===== src/rtl/pipelined_control_unit.sv =====
// ID stage of the RISCY core: decodes IF/ID into the ID/EX control register,
// detects load-use hazards, and keeps saturating stall/flush counters.
module pipelined_control_unit #(
  parameter int unsigned REG_ADDR_W = 5,
  parameter int unsigned ALUOP_W    = 3,
  parameter int unsigned CNT_W      = 16
) (
  input  logic                  clk,
  input  logic                  reset,
  input  logic                  id_valid,
  input  logic [31:0]           instruction,
  input  logic                  flush,
  input  logic                  hold,
  output logic                  stall,
  output logic                  ex_valid,
  output logic                  ex_reg_dst,
  output logic                  ex_alu_src,
  output logic                  ex_mem_to_reg,
  output logic                  ex_reg_write,
  output logic                  ex_mem_read,
  output logic                  ex_mem_write,
  output logic                  ex_branch,
  output logic                  ex_branch_ne,
  output logic                  ex_jump,
  output logic [ALUOP_W-1:0]    ex_alu_op,
  output logic [REG_ADDR_W-1:0] ex_dest_reg,
  output logic                  ex_illegal,
  output logic [CNT_W-1:0]      stall_count,
  output logic [CNT_W-1:0]      flush_count
);

  localparam logic [5:0] OP_RTYPE = 6'b000000;
  localparam logic [5:0] OP_ADDI  = 6'b010000;
  localparam logic [5:0] OP_ANDI  = 6'b010001;
  localparam logic [5:0] OP_XORI  = 6'b010010;
  localparam logic [5:0] OP_BEQ   = 6'b010011;
  localparam logic [5:0] OP_BNE   = 6'b010100;
  localparam logic [5:0] OP_LW    = 6'b010101;
  localparam logic [5:0] OP_SW    = 6'b010110;
  localparam logic [5:0] OP_SLT   = 6'b010111;
  localparam logic [5:0] OP_SLTI  = 6'b011000;
  localparam logic [5:0] OP_JUMP  = 6'b110000;

  typedef struct packed {
    logic                  valid;
    logic                  reg_dst;
    logic                  alu_src;
    logic                  mem_to_reg;
    logic                  reg_write;
    logic                  mem_read;
    logic                  mem_write;
    logic                  branch;
    logic                  branch_ne;
    logic                  jump;
    logic [ALUOP_W-1:0]    alu_op;
    logic [REG_ADDR_W-1:0] dest_reg;
    logic                  illegal;
  } idex_t;

  logic [5:0]            opcode;
  logic [REG_ADDR_W-1:0] rs, rt, rd;
  logic                  unused_instr_bits;
  idex_t                 dec, ex_d, ex_q;
  logic                  rs_used, rt_used, hz_c;
  logic [CNT_W-1:0]      stall_cnt_d, stall_cnt_q, flush_cnt_d, flush_cnt_q;

  assign opcode            = instruction[31:26];
  assign rs                = REG_ADDR_W'(instruction[25:21]);
  assign rt                = REG_ADDR_W'(instruction[20:16]);
  assign rd                = REG_ADDR_W'(instruction[15:11]);
  assign unused_instr_bits = ^instruction[10:0];

  // Instruction decode plus which register fields are read as sources
  always_comb begin
    dec     = '0;
    rs_used = 1'b1;
    rt_used = 1'b0;
    case (opcode)
      OP_RTYPE, OP_SLT: begin
        dec.reg_dst = 1'b1; dec.reg_write = 1'b1;
        dec.alu_op = ALUOP_W'(3'b010); rt_used = 1'b1;
      end
      OP_ADDI: begin dec.alu_src = 1'b1; dec.reg_write = 1'b1; dec.alu_op = ALUOP_W'(3'b011); end
      OP_ANDI: begin dec.alu_src = 1'b1; dec.reg_write = 1'b1; dec.alu_op = ALUOP_W'(3'b100); end
      OP_XORI: begin dec.alu_src = 1'b1; dec.reg_write = 1'b1; dec.alu_op = ALUOP_W'(3'b101); end
      OP_SLTI: begin dec.alu_src = 1'b1; dec.reg_write = 1'b1; dec.alu_op = ALUOP_W'(3'b110); end
      OP_BEQ: begin dec.branch = 1'b1; dec.alu_op = ALUOP_W'(3'b001); rt_used = 1'b1; end
      OP_BNE: begin
        dec.branch = 1'b1; dec.branch_ne = 1'b1;
        dec.alu_op = ALUOP_W'(3'b001); rt_used = 1'b1;
      end
      OP_LW: begin
        dec.alu_src = 1'b1; dec.mem_to_reg = 1'b1;
        dec.reg_write = 1'b1; dec.mem_read = 1'b1;
      end
      OP_SW: begin dec.alu_src = 1'b1; dec.mem_write = 1'b1; rt_used = 1'b1; end
      OP_JUMP: begin dec.jump = 1'b1; rs_used = 1'b0; end
      default: dec.illegal = 1'b1;
    endcase
    dec.valid    = 1'b1;
    dec.dest_reg = dec.reg_dst ? rd : rt;
  end

  // Load in EX whose destination feeds a source of the ID instruction
  assign hz_c = ex_q.valid & ex_q.mem_read & (ex_q.dest_reg != '0) & id_valid &
                ((rs_used & (ex_q.dest_reg == rs)) | (rt_used & (ex_q.dest_reg == rt)));

  assign stall = hz_c & ~flush & ~reset;

  // Priority: flush, hold, hazard bubble, normal load
  always_comb begin
    ex_d        = ex_q;
    stall_cnt_d = stall_cnt_q;
    flush_cnt_d = flush_cnt_q;
    if (flush) begin
      ex_d = '0;
      if (id_valid && (flush_cnt_q != '1)) flush_cnt_d = flush_cnt_q + CNT_W'(1);
    end else if (hold) begin
      ex_d = ex_q;
    end else if (hz_c) begin
      ex_d = '0;
      if (stall_cnt_q != '1) stall_cnt_d = stall_cnt_q + CNT_W'(1);
    end else begin
      ex_d = id_valid ? dec : '0;
    end
  end

  always_ff @(posedge clk) begin
    if (reset) begin
      ex_q        <= '0;
      stall_cnt_q <= '0;
      flush_cnt_q <= '0;
    end else begin
      ex_q        <= ex_d;
      stall_cnt_q <= stall_cnt_d;
      flush_cnt_q <= flush_cnt_d;
    end
  end

  assign ex_valid      = ex_q.valid;
  assign ex_reg_dst    = ex_q.reg_dst;
  assign ex_alu_src    = ex_q.alu_src;
  assign ex_mem_to_reg = ex_q.mem_to_reg;
  assign ex_reg_write  = ex_q.reg_write;
  assign ex_mem_read   = ex_q.mem_read;
  assign ex_mem_write  = ex_q.mem_write;
  assign ex_branch     = ex_q.branch;
  assign ex_branch_ne  = ex_q.branch_ne;
  assign ex_jump       = ex_q.jump;
  assign ex_alu_op     = ex_q.alu_op;
  assign ex_dest_reg   = ex_q.dest_reg;
  assign ex_illegal    = ex_q.illegal;
  assign stall_count   = stall_cnt_q;
  assign flush_count   = flush_cnt_q;

endmodule


===== config.mk =====
export PLATFORM = sky130hd
export DESIGN_NAME = pipelined_control_unit
export DESIGN_NICKNAME = d
export VERILOG_FILES = /design/src/rtl/pipelined_control_unit.sv
export SDC_FILE = /design/constraint.sdc
export NUM_CORES = 1
export LEC_CHECK = 0
export ABC_AREA = 0
export ABC_CLOCK_PERIOD_IN_PS = 6200
export CORE_MARGIN = 2
export CORE_UTILIZATION = 25
export CTS_BUF_LIST = sky130_fd_sc_hd__clkbuf_8
export DETAILED_ROUTE_END_ITERATION = 12
export HOLD_SLACK_MARGIN = 0.12
export PLACE_DENSITY = 0.46
export SYNTH_ARGS = -nofsm -noshare
export SYNTH_HDL_FRONTEND = slang
export SYNTH_SLANG_ARGS = --single-unit

===== constraint.sdc =====
create_clock -name clk -period 6.2 [get_ports clk]
set_input_delay 1.55 -clock clk [delete_from_list [all_inputs] [get_ports clk]]
set_output_delay 1.55 -clock clk [all_outputs]
set_load 0.02 [all_outputs]

==> results.json, run 1 <==
{
  "status": "completed",
  "cp_common_cell": "clkdlybuf4s50_1",
  "crit_path_max_fanout": 12,
  "synth_flop_cell": "dfxtp_1",
  "p_per_area_nw_per_um2": 163,
  "cts_tree": "yes",
  "synth_most_common_cell": "dfxtp_1",
  "cts_max_path_buffers": 2,
  "postCtsHoldBufs": 0,
  "synth_seq_area_share_pct": 37.8,
  "core_area_um2": 10300,
  "rsz0062_at_grt": "false",
  "synth_edf_count": 0,
  "synthToLayoutAreaGrowth_pct": 36.9,
  "rr_startpoint": "ex_dest_reg[1]",
  "whs_ns": 0.460,
  "syn-num-nets": 359,
  "wl_met3_um": 393,
  "skew_ns": 0.00759,
  "synth_cells": 320,
  "rr_endpoint": "ex_branch_ne",
  "grt_usage_pct": 12.8,
  "drive_gt1_share_pct": 5.87,
  "synth_top_cells_by_area": "dfxtp_1 (38%), xor2_1 (6.0%), nand2_1 (4.7%)",
  "hold_class": "flop to flop",
  "ys_ff_latch": 50,
  "cp_num_buf_inv": 2,
  "hold_violations": 0,
  "cts_root_buf": "clkbuf_8",
  "slew_headroom_pct": 44.4,
  "setup_viol": 0,
  "vdd_drop_max_mv": 0.0852,
  "synth_common_cells": "dfxtp_1 (50), nand2_1 (33), nor2_1 (30), o21ai_0 (23), xor2_1 (18)",
  "antenna_cells": 0,
  "cp-end-kind": "output pin",
  "syn_area_um2": 2650,
  "start_kind": "primary input",
  "die_w_um": 107,
  "post-route-period-util_pct": 92.4,
  "max_freq_ghz": 0.175,
  "path_depth": 6,
  "avgSynthCellArea_um2": 8.27,
  "tns_ns": 0,
  "grt_pass1_vias": 2498,
  "met1_length_um": 3420,
  "critPathCapture": "stall",
  "worstMarginPinSlew_ns": 0.834,
  "routed.top_layer": "met4",
  "numCtsBuffers": 5,
  "io_pins": 89,
  "crit_start": "instruction[26]",
  "grt_pass1_wl_um": 11900,
  "crit_arrival_ns": 4.18,
  "criticalPathCategory": "primary input to output pin",
  "place_congestion": 0.780,
  "synthArstFlopShare_pct": 0,
  "wl_met2_um": 3410,
  "post_drt_via_cell_ratio": 4.83,
  "synth.distinct_cells": 45,
  "dp_hpwl_um": 5290,
  "grt_max_degree": 48,
  "power_mw": 0.592,
  "nNetsFinal": 430,
  "crit_chain": "clkdlybuf4s50_1, a21oi_1, a211oi_1, nand3_1, a2111oi_0, clkdlybuf4s50_1",
  "r2r_cells": 6,
  "r2r_setup_slack_ns": 3.83,
  "overflow": 0,
  "maxCapViolations": 0,
  "path_delay_family": "buffers and inverters",
  "drt_pass1_iterations": 4,
  "rows": 37,
  "numPortBuffers": 77,
  "post-cts-setup-buffers": 0,
  "ant_nets": 0,
  "first_iter_violations": 134,
  "wirelength_um": 7270,
  "start_util_pct": 25.6,
  "synth_top_area_cell": "dfxtp_1",
  "dpl_cell_area_um2": 3530,
  "yosysWarnings": 0,
  "cts_resized": 0,
  "required_ns": 4.65,
  "max_stage_delay_ns": 0.73,
  "p_leak_nw": 1.31,
  "wl_per_cell_um": 13.8,
  "htree_num_levels": 2,
  "clkSinkCount": 50,
  "report.final.slew_viol_count": 0,
  "crit_slowest_cell": "clkdlybuf4s50_1",
  "drc": 0,
  "fin_area_um2": 3620,
  "synth_top_area_share_pct": 37.8,
  "fin_crit_ns": 5.73,
  "die_y_um": 107,
  "clkLatencyLatePin_ns": 0.30,
  "antenna_found_initial": 0,
  "dieArea_um2": 11400,
  "vias": 2549,
  "clk_pin_slew_ns": 0.09
}
-- per-stage QoR --
step | utilization [%] | cells | setup WS [ns]
after floorplan | - | 320 | 1.28
after global placement | 34.2 | 520 | 0.605
after detailed placement | 34.2 | 520 | 0.528
after CTS | 35.1 | 528 | 0.518
after global routing | 35.1 | 528 | 0.359
final | 35.1 | 528 | 0.472
-- per-layer routing --
| metal | GRT usage [%] | vias up |
|---|---|---|
| li1 | - | 1281 |
| met1 | 16.2 | 1202 |
| met2 | 21.3 | 61 |
| met3 | 3.53 | 5 |
| met4 | 3.15 | 0 |
| met5 | 0 | - |
-- power breakdown --
group          switching, mW  internal, mW
clock                  0.112        0.0888
sequential           0.00262         0.323
combinational         0.0345        0.0309
total                  0.150         0.443
-- worst register-to-register path: cells and delay by family (launching register included) --
kind / cells / cell delay (ns)
flip-flops: 1 / 0.37
AND/OR/NAND/NOR: 3 / 1.06
AO/OA/AOI/OAI: 3 / 0.87
-- how the worst min path moves through the flow --
stage | start | end | slack [ns] | depth (start not counted)
6_report | ex_illegal | ex_illegal | 0.46 | 2
5_1_grt | ex_jump | ex_jump | 0.49 | 2
4_1_cts | ex_illegal | ex_illegal | 0.47 | 2
3_5_place_dp | ex_illegal | ex_illegal | 0.44 | 2
3_3_place_gp | ex_illegal | ex_illegal | 0.44 | 2
2_1_floorplan | ex_jump | ex_jump | 0.53 | 2
-- placed cells by master, fill, tap and decap left out, drive strengths merged, types with 4 or more instances in the layout --
master	count
nor2b	10
o21ai	24
nand2	33
inv	5
xor2	18
and3	7
nor2	30
mux2	10
and4	4
xnor2	5
buf	4
dfxtp	50
nor3	13
mux2i	6
a21oi	15
nand3	11
or3	15
nand4	13
nand2b	5
clkdlybuf4s50	77
clkbuf	6
-- kinds of logic (layout without fill, tap and decap cells) --
kind of cell,count (synthesis),in the layout,share of synthesized area [%]
multiplexers,16,16,6.66
AND/OR/NAND/NOR,154,154,30.8
XOR/XNOR,23,23,7.61
flip-flops,50,50,37.8
buffers and inverters,21,93,3.83
AO/OA/AOI/OAI,54,54,12.4
adder cells (fa/ha/maj),2,2,0.945
-- cell type report --
cell class	instances	area [um^2]
Timing Repair Buffer	81	801
Clock buffer	6	82.6
Sequential cell	50	1000
Clock inverter	2	8.76
Fill cell	1092	6700
Multi-Input combinational cell	249	1550
Tap cell	136	170
Inverter	4	15.0
No activity file was read; power rests on OpenSTA's default activity.
==> run 2, diff against run 1 <==
CAP_MARGIN = 20   (was unset)
==> results of run 2 <==
The final DEF is identical to that of run 1; final timing and power are the same.
